## src/rtl/vend_sequencer.sv

```systemverilog
// Coin vending transaction controller: credit accumulation, selection, dispense and change handshakes.
// Optional macro MULTI_VEND_EN: after a dispense with credit left over, return to CREDIT instead of refunding.
module vend_sequencer #(
  parameter int unsigned PRICE0      = 3,
  parameter int unsigned PRICE1      = 4,
  parameter int unsigned PRICE2      = 5,
  parameter int unsigned PRICE3      = 6,
  parameter int unsigned MAX_CREDIT  = 10,
  parameter int unsigned TIMEOUT_CYC = 1000
) (
  input  logic       clk,
  input  logic       rst,
  input  logic       coin_valid,
  input  logic [1:0] coin_in,
  input  logic       sel_valid,
  input  logic [1:0] sel_id,
  input  logic       cancel,
  input  logic       vend_ack,
  input  logic       change_ack,
  output logic       vend_req,
  output logic [1:0] vend_id,
  output logic       change_req,
  output logic [3:0] credit,
  output logic       coin_reject,
  output logic       sel_nak,
  output logic       busy
);

  localparam int unsigned CW = 4;
  localparam int unsigned TW = 16;

  typedef enum logic [1:0] {S_IDLE, S_CREDIT, S_VEND, S_CHANGE} state_t;

  state_t        r_state;
  logic [CW-1:0] r_credit;
  logic [TW-1:0] r_tcnt;
  logic          r_vend_req;
  logic [1:0]    r_vend_id;
  logic          r_change_req;
  logic          r_coin_reject;
  logic          r_sel_nak;
  logic          r_busy;

  state_t        w_state_nx;
  logic [CW-1:0] w_credit_nx;
  logic [TW-1:0] w_tcnt_nx;
  logic          w_vend_req_nx;
  logic [1:0]    w_vend_id_nx;
  logic          w_change_req_nx;
  logic          w_coin_reject_nx;
  logic          w_sel_nak_nx;
  logic          w_busy_nx;
  logic          w_coin;
  logic [CW-1:0] w_price;
  logic [CW:0]   w_sum;

  // State and registered outputs
  always_ff @(posedge clk) begin
    if (rst) begin
      r_state       <= S_IDLE;
      r_credit      <= '0;
      r_tcnt        <= '0;
      r_vend_req    <= 1'b0;
      r_vend_id     <= '0;
      r_change_req  <= 1'b0;
      r_coin_reject <= 1'b0;
      r_sel_nak     <= 1'b0;
      r_busy        <= 1'b0;
    end else begin
      r_state       <= w_state_nx;
      r_credit      <= w_credit_nx;
      r_tcnt        <= w_tcnt_nx;
      r_vend_req    <= w_vend_req_nx;
      r_vend_id     <= w_vend_id_nx;
      r_change_req  <= w_change_req_nx;
      r_coin_reject <= w_coin_reject_nx;
      r_sel_nak     <= w_sel_nak_nx;
      r_busy        <= w_busy_nx;
    end
  end

  // Next-state and next-output logic
  always_comb begin
    w_state_nx       = r_state;
    w_credit_nx      = r_credit;
    w_tcnt_nx        = r_tcnt;
    w_vend_req_nx    = r_vend_req;
    w_vend_id_nx     = r_vend_id;
    w_coin_reject_nx = 1'b0;
    w_sel_nak_nx     = 1'b0;
    w_coin           = coin_valid && (coin_in != 2'b00);
    w_sum            = {1'b0, r_credit} + {3'b000, coin_in};

    case (sel_id)
      2'd0:    w_price = CW'(PRICE0);
      2'd1:    w_price = CW'(PRICE1);
      2'd2:    w_price = CW'(PRICE2);
      default: w_price = CW'(PRICE3);
    endcase

    case (r_state)
      S_IDLE: begin
        if (w_coin) begin
          w_credit_nx = {2'b00, coin_in};
          w_tcnt_nx   = '0;
          w_state_nx  = S_CREDIT;
        end
        w_sel_nak_nx = sel_valid;
      end
      S_CREDIT: begin
        // Strobe priority: cancel over selection over coin; a losing coin is returned
        if (cancel) begin
          w_state_nx       = S_CHANGE;
          w_tcnt_nx        = '0;
          w_coin_reject_nx = w_coin;
        end else if (sel_valid) begin
          w_coin_reject_nx = w_coin;
          if (r_credit >= w_price) begin
            w_credit_nx   = r_credit - w_price;
            w_vend_id_nx  = sel_id;
            w_vend_req_nx = 1'b1;
            w_tcnt_nx     = '0;
            w_state_nx    = S_VEND;
          end else begin
            w_sel_nak_nx = 1'b1;
            w_tcnt_nx    = '0;
          end
        end else if (w_coin) begin
          if (w_sum <= (CW+1)'(MAX_CREDIT)) begin
            w_credit_nx = w_sum[CW-1:0];
            w_tcnt_nx   = '0;
          end else begin
            w_coin_reject_nx = 1'b1;
          end
        end else if (r_tcnt == TW'(TIMEOUT_CYC - 1)) begin
          w_state_nx = S_CHANGE;
          w_tcnt_nx  = '0;
        end else begin
          w_tcnt_nx = r_tcnt + TW'(1);
        end
      end
      S_VEND: begin
        w_coin_reject_nx = w_coin;
        w_sel_nak_nx     = sel_valid;
        if (vend_ack) begin
          w_vend_req_nx = 1'b0;
          w_tcnt_nx     = '0;
          if (r_credit == '0) begin
            w_state_nx = S_IDLE;
          end else begin
`ifdef MULTI_VEND_EN
            w_state_nx = S_CREDIT;
`else
            w_state_nx = S_CHANGE;
`endif
          end
        end
      end
      default: begin
        w_coin_reject_nx = w_coin;
        w_sel_nak_nx     = sel_valid;
        if (r_credit == '0) begin
          w_state_nx = S_IDLE;
        end else if (change_ack) begin
          w_credit_nx = r_credit - CW'(1);
          if (r_credit == CW'(1)) begin
            w_state_nx = S_IDLE;
          end
        end
      end
    endcase

    w_change_req_nx = (w_state_nx == S_CHANGE) && (w_credit_nx != '0);
    w_busy_nx       = (w_state_nx == S_VEND) || (w_state_nx == S_CHANGE);
  end

  assign vend_req    = r_vend_req;
  assign vend_id     = r_vend_id;
  assign change_req  = r_change_req;
  assign credit      = r_credit;
  assign coin_reject = r_coin_reject;
  assign sel_nak     = r_sel_nak;
  assign busy        = r_busy;

endmodule

```

## config.mk

```make
export PLATFORM = sky130hd
export DESIGN_NAME = vend_sequencer
export DESIGN_NICKNAME = d
export VERILOG_FILES = /design/src/rtl/vend_sequencer.sv
export SDC_FILE = /design/constraint.sdc
export NUM_CORES = 1
export LEC_CHECK = 0
export BUFFER_PORTS_ARGS = -buffer_cell sky130_fd_sc_hd__buf_2
export CORE_UTILIZATION = 59
export DETAILED_ROUTE_END_ITERATION = 6
export GPL_ROUTABILITY_DRIVEN = 0
export PLACE_DENSITY_LB_ADDON = 0.25
export SLEW_MARGIN = 10
export SYNTH_ARGS = -nofsm -noshare
export SYNTH_HDL_FRONTEND = slang
export SYNTH_SLANG_ARGS = --single-unit
export TNS_END_PERCENT = 30
```

## constraint.sdc

```tcl
create_clock -name clk -period 8.75 [get_ports clk]
set_clock_uncertainty 0.2 [all_clocks]
set_input_delay 1.3125 -clock clk [delete_from_list [all_inputs] [get_ports clk]]
set_output_delay 1.3125 -clock clk [all_outputs]
set_load 0.03 [all_outputs]
```

* After elaboration in Yosys (flattened, before gate mapping) *
Index checks and enable logic that the tools add are counted.

word-level totals
  bits in registers = 29
  input bits = 11
  output and inout port bits = 11
  word-level logic and storage cells = 87

operators by class
  add/subtract/negate cells = 4
  $lt $le $gt $ge = 2
  equal/unequal tests = 14
  mux-type cells = 44
  bitwise gates (word level) = 1
  reductions and logical operators = 13

operators by type and width
  kind                                                            number
  two-way mux 16 bit                                              7
  case mux 16 bit (3 select lines)                                1
  two-way mux 4 bit                                               8
  two-way mux 2 bit                                               11
  adder 16 x 1 -> 16 bit, second input constant                   1
  == test 16 x 10 -> 1 bit, second input constant                 1
  two-way mux 1 bit                                               12
  case mux 4 bit (3 select lines)                                 1
  inequality test 2 bit, second input constant                    5
  case mux 3 bit (3 select lines)                                 1
  == test 2 bit, second input constant                            4
  AND reduction 4 bit                                             2
  case mux 2 bit (3 select lines)                                 1
  adder 4 x 2 -> 5 bit                                            1
  less-or-equal comparator 5 x 4 -> 1 bit, second input constant  1
  inequality test 5 bit, second input constant                    1
  AND reduction 5 bit                                             1
  == test 2 x 1 -> 1 bit, second input constant                   2
  == test 4 x 1 -> 1 bit, second input constant                   1
  greater-or-equal comparator 4 bit                               1
  logical NOT 2 bit                                               2
  logical NOT 4 bit                                               1
  case mux 1 bit (2 select lines)                                 2
  nonzero test 2 bit                                              2
  other kinds (7)                                                 8

* Logic depth before layout (Yosys ltp) *
Gate-level depths: netlist of run 1.

  word-level depth = 9
  depth in mapped cells = 10
  depth with buffers taken out = 10

* Worst setup path before layout of run 1 *
OpenSTA, ideal clock, no wires.

  path kind = input to register
  start = in sel_id[0]
  end = reg r_change_req (netlist: change_req)
  setup time = 0.122 ns
  arrival = 3.412 ns
  data required time = 8.428 ns
  slack = 5.016 ns
  stages = 10
  buffers on the path = 0
  path through = inv_1 ha_1 inv_1 fa_1 nand2b_1 a311oi_2 and2_1 o31ai_1 and3_1 o311a_1

between the ends
  cells in the longest elaborated chain, start to end = 9
  elaborated cells on any way between the ends = 17
  those cells by class = add/sub: 1; order compare: 1; eq/ne: 3; mux: 9; reduce/logical: 3

RTL lines
  item                                                                                RTL line  RTL
  start: declaration                                                                  16        input logic [1:0] sel_id,
  == test 2 bit, or another cell as far along                                         94        case (sel_id)
  case mux 3 bit (3 select lines) *                                                   94
  subtractor 4 bit or greater-or-equal comparator 4 bit (tied branches)               119, 118
  two-way mux 4 bit or two-way mux 2 bit (tied branches)                              118       if (r_credit >= w_price) begin
  two-way mux 4 bit or two-way mux 2 bit (tied branches)                              116       end else if (sel_valid) begin
  two-way mux 4 bit or two-way mux 2 bit (tied branches)                              112       if (cancel) begin
  case mux 4 bit (3 select lines) or case mux 2 bit (3 select lines) (tied branches)  101       case (r_state)
  nonzero test 4 bit or == test 2 bit (tied branches)                                 173       w_change_req_nx = (w_state_nx == S_CHANGE) && (w_credit_nx != '0);
  logical AND 1 bit *                                                                 173
  end signal: assignment                                                              75        r_change_req <= w_change_req_nx;
  end: declaration                                                                    39        logic r_change_req;

Every way passes the cells marked *; elsewhere a longest branch is shown, timed or not.
A chain may end at the register's enable or synchronous reset.

* Worst setup path after layout of run 1 *
Ends and elaborated chain as after synthesis.

==> results of run 1 <==
-- registers in the layout, indices dropped and copies added, names as in the netlist --
name	flops
r_tcnt	16
coin_reject	1
credit	4
vend_req	1
change_req	1
busy	1
r_state	2
vend_id	2
sel_nak	1
-- synth_stat cells (all sizes together) (3+ instances only) --
master,instances
nor2,32
dfxtp,29
a21oi,18
ha,14
nand3,13
o21ai,12
inv,11
nand2,10
nor3,10
and3,9
clkbuf,8
nor2b,7
xor2,7
nand4,5
xnor2,5
buf,4
mux2i,4
nor4,4
o21a,4
a211oi,3
a31oi,3
a41oi,3
nand4b,3
o211ai,3
o31ai,3
-- area by class of cell --
| class | instances | area [um2] | share of cell area (%) |
|---|---|---|---|
| Clock buffer | 5 | 68.8 | 2.91 |
| Clock inverter | 3 | 17.5 | 0.740 |
| Inverter | 11 | 41.3 | 1.74 |
| Multi-Input combinational cell | 212 | 1500 | 63.2 |
| Sequential cell | 29 | 581 | 24.5 |
| Tap cell | 46 | 57.6 | 2.43 |
| Timing Repair Buffer | 21 | 105 | 4.44 |
-- report_power, final --
part           switching, mW  internal (mW)  leakage (nW)
registers             0.0168          0.144         0.235
logic                  0.153         0.0846         0.658
clock network         0.0565         0.0548        0.0439
-- logic make-up after synthesis --
| kind of cell | after synthesis | synth area share, % |
|---|---|---|
| xor+xnor | 12 | 4.83 |
| compound gates | 68 | 22.2 |
| buf+inv | 23 | 4.60 |
| fa+ha+maj | 16 | 9.89 |
| mux | 5 | 2.36 |
| flops | 29 | 26.7 |
| simple gates | 111 | 29.4 |
-- per-layer routing --
| metal | global-route usage [%] | routed length [um] | part of all wire [%] | vias to the layer above |
|---|---|---|---|---|
| li1 | - | - | - | 1014 |
| met1 | 43.5 | 2490 | 47 | 959 |
| met2 | 41.8 | 2260 | 42 | 107 |
| met3 | 8.76 | 516 | 9.7 | 9 |
| met4 | 7.56 | 61 | 1.1 | 0 |
| met5 | 0 | 0 | 0 | - |
-- how the worst max path moves through the flow --
stage / endpoint / slack, ps / depth (start not counted)
finish: change_req / 4900 / 11
floorplan: change_req / 5020 / 10
global route: change_req / 4730 / 11
detailed placement: change_req / 4640 / 11
CTS: change_req / 4920 / 11
global placement: change_req / 4700 / 11
-- critical path, stage by stage --
cell      delay [ps]
buf_2             80
inv_1             60
ha_1             310
inv_1             60
fa_1             420
nand2b_1         220
a311oi_2         530
and2_1           200
o31ai_1           60
and3_1           180
o311a_1          370
==> results.yml, run 1 <==
timing:
  hold_violations: 0
  finalSetupViolCount: 0
  fmax_mhz: 260
  maxSlewHeadroom_pct: 59.4
  rsz0062_at_grt: "false"
  fin_setup_tns_ps: 0
  worst_slew_pin_slew_ps: 607
  hold_ws_ps: 286
  min_period_ps: 3850
  min_period_over_period_pct: 44.0
  setup_ws_ps: 4900
  slew_viol_final: 0
logic_synthesis:
  yosys_warnings: 0
  synthCells: 264
  syn-cell-area_um2: 2180
  synth_nets: 291
  synth_top_area_share_pct: 26.7
  yosys_most_used_dff: "dfxtp_1"
  synthArstFlopShare_pct: 0
  synth_edf_count: 0
  yosysSeqAreaShare_pct: 26.7
  syn_avg_cell_area_um2: 8.25
  synth_area_leaders: "dfxtp_1 27%, ha_1 8.0%, a21oi_1 3.9%"
  synth_cell_types: 65
  ys_ff_latch: 29
  yosysTopAreaCell: "dfxtp_1"
placement:
  place_area_um2: 2280
  numPortBuffers: 21
  dp.cells: 319
  post-place-ws_ps: 4640
  dp_hpwl_um: 3760
floorplanning:
  pin_count: 22
  dieArea_um2: 3940
  num_rows: 21
  die_height_um: 62.7
  core_um2: 3440
  die_w_um: 62.7
  start_util_pct: 63.2
layout:
  nets: 307
  final_cell_mix: "29 x dfxtp_1, 22 x nor2_1, 21 x buf_2"
  fill_cells: 310
  stdcell_area_um2: 2370
  finish.utilization_pct: 68.8
  layout_commonest_cell: "dfxtp_1"
  drive_above_1_share_pct: 18.1
  antennaDiodeCount: 0
  syn_to_final_growth_pct: 8.74
  instances_no_fill: 327
worst_hold_path:
  holdPathStages: 2
  min_path_type: "reg2reg"
  hp-start: "vend_id[1]"
  min_to: "vend_id[1]"
critical_path:
  crit_start: "sel_id[0]"
  reg2reg_slack_ps: 5470
  critPathArrivalTime_ps: 3820
  worstReg2RegStart: "credit[0]"
  cp_data_required_time_ps: 8710
  reg2regPathDepth: 9
  end_kind: "register"
  timing.rr.end: "change_req"
  critPathLaunchType: "input port"
  critPathMaxFanout: 7
  critPathKind: "in2reg"
clock_tree:
  cts_buffer_depth: 2
  cts_num_sinks: 29
  clk_latency_ps: 290
  htreeDepth: 2
  postCtsSetupBuffers: 0
  cts_tree: "yes"
  root_buffer: "clkbuf_8"
  cts.reportedPaths.clkPinSlew_ps: 60
  cts_resized: 0
  hold_buffers: 0
  cts_buffers: 5
detailed_routing:
  detail_route.vias_per_cell: 6.39
  drc: 0
  post_drt_wl_per_cell_um: 16.3
  drt_iter0_drc: 171
  wirelength_um: 5320
  firstDrtPassIters: 5
  ant_nets: 0
  vias: 2089
flow_run:
  drv_cap: 0
global_route:
  grt_usage_pct: 29.7
  antenna_found_initial: 0
  gr-total-overflow: 0
  grt_max_degree: 18
  grt_pass1_wl_um: 9240
  grt_pass1_vias: 1895
run_status:
  status: "completed"
pwr:
  p_leak_nw: 0.937
  power.total_mw: 0.509
  powerDensity_nw_per_um2: 215
  irDropWorstVdd_mv: 0.158
No activity file was read; power rests on OpenSTA's default activity.
==> run 2: changes to the inputs <==
==> constraint.sdc (replaced) <==
create_clock -name clk -period 4 [get_ports clk]
set_clock_uncertainty 0.2 [all_clocks]
set_input_delay 0.6 -clock clk [delete_from_list [all_inputs] [get_ports clk]]
set_output_delay 0.6 -clock clk [all_outputs]
set_load 0.03 [all_outputs]
==> results.yml, run 2 (synthesis results as in run 1) <==
run_status:
  status: "completed"
critical_path:
  end_kind: "register"
  crit_family: "compound AO/OA/AOI/OAI gates"
  critPathMaxFanout: 12
  slowest_delay_ps: 560
  critPathKind: "reg2reg"
  cp_num_buf_inv: 1
  crit_chain: "inv_1 > ha_1 > fa_1 > nand2b_1 > a311oi_2 > and2_1 > o31ai_1 > and3_1 > o311a_1"
  critPathLaunchType: "register"
  cp_slowest_cell: "dfxtp_1"
  critPathArrivalTime_ps: 3230
  cp_data_required_time_ps: 3960
timing:
  maxSlewHeadroom_pct: 62.0
  fin_setup_tns_ps: 0
  slew_viol_final: 0
  setup_ws_ps: 736
  worst_slew_pin_slew_ps: 569
  hold_violations: 0
  fmax_mhz: 306
  min_period_over_period_pct: 81.6
  min_period_ps: 3260
  finalSetupViolCount: 0
  rsz0062_at_grt: "false"
clock_tree:
  root_buffer: "clkbuf_8"
  cts_resized: 0
  hold_buffers: 0
  cts_num_sinks: 29
  postCtsSetupBuffers: 0
  cts.reportedPaths.clkPinSlew_ps: 70
  clk_latency_ps: 280
  htreeDepth: 2
  cts_buffers: 5
  cts_buffer_depth: 2
  cts_tree: "yes"
layout:
  antennaDiodeCount: 0
  final_cell_mix: "29 x dfxtp_1, 22 x nor2_1, 21 x buf_2"
  layout_commonest_cell: "dfxtp_1"
  multi_input_area_um2: 1500
  nets: 307
  drive_above_1_share_pct: 18.1
  seq_area_um2: 581
  syn_to_final_growth_pct: 8.74
  fill_cells: 314
  top_register: "r_tcnt"
  largest_reg_flops: 16
placement:
  dp_hpwl_um: 3740
  post-place-ws_ps: 609
  numPortBuffers: 21
detailed_routing:
  ant_nets: 0
  detail_route.vias_per_cell: 6.28
  firstDrtPassIters: 5
  drc: 0
  drt_iter0_drc: 155
  vias: 2054
  post_drt_wl_per_cell_um: 15.4
  wirelength_um: 5040
floorplanning:
  die_w_um: 62.7
  start_util_pct: 63.2
  dieArea_um2: 3940
  core_um2: 3440
  pin_count: 22
  num_rows: 21
  die_height_um: 62.7
worst_hold_path:
  min_path_type: "reg2reg"
global_route:
  grt_pass1_vias: 1886
  grt_usage_pct: 28.9
  grt_pass1_wl_um: 9000
  antenna_found_initial: 0
  grt_max_degree: 18
  gr-total-overflow: 0
pwr:
  irDropWorstVdd_mv: 0.368
  p_leak_nw: 0.937
  powerDensity_nw_per_um2: 463
flow_run:
  drv_cap: 0
-- run 2: worst paths after layout --
check | cells past startpoint | end | slack [ps] | startpoint
setup / recovery | 9 | change_req | 740 | credit[0]
hold reg to reg | 2 | vend_id[1] | 290 | vend_id[1]
setup reg to reg | 9 | change_req | 740 | credit[0]
hold / removal | 2 | vend_id[1] | 290 | vend_id[1]
-- run 2: where the power goes --
group	switching (mW)	leakage, nW	internal, mW
sequential	0.0366	0.235	0.315
clock	0.115	0.0439	0.120
combinational	0.325	0.658	0.184
-- run 2: layout make-up --
type                       instances  area share, %
inverter                          11           1.74
multi-input combinational        212           63.2
timing repair buffer              21           4.44
tap                               46           2.43
clock buffer                       5           2.91
sequential                        29           24.5
clock inverter                     3          0.740
-- run 2: worst min-delay path, stage by stage (launching register included) --
cell and delay [ps]:
dfxtp_1 330, a21oi_1 60, nor2_1 70
-- run 2: per-stage QoR --
| step | cell area (um2) | util [%] | cells | power [mW] | hold slack [ps] |
|---|---|---|---|---|---|
| after CTS | 2370 | 68.8 | 327 | 1.09 | 291 |
| after floorplan | 2180 | - | 264 | 0.752 | 284 |
| after detailed placement | 2280 | 66.3 | 319 | 0.856 | 273 |
| final | 2370 | 68.8 | 327 | 1.10 | 289 |
| after global routing | 2370 | 68.8 | 327 | 1.17 | 328 |
| after global placement | 2280 | 66.3 | 319 | 0.851 | 268 |
-- run 2: per-layer routing --
| layer | up-vias | part of all wire [%] | track usage, % |
|---|---|---|---|
| met5 | - | 0 | 0 |
| met3 | 9 | 7.8 | 7.30 |
| met1 | 948 | 50 | 42.9 |
| met2 | 79 | 41 | 39.7 |
| met4 | 0 | 1.6 | 10.5 |
| li1 | 1018 | - | - |
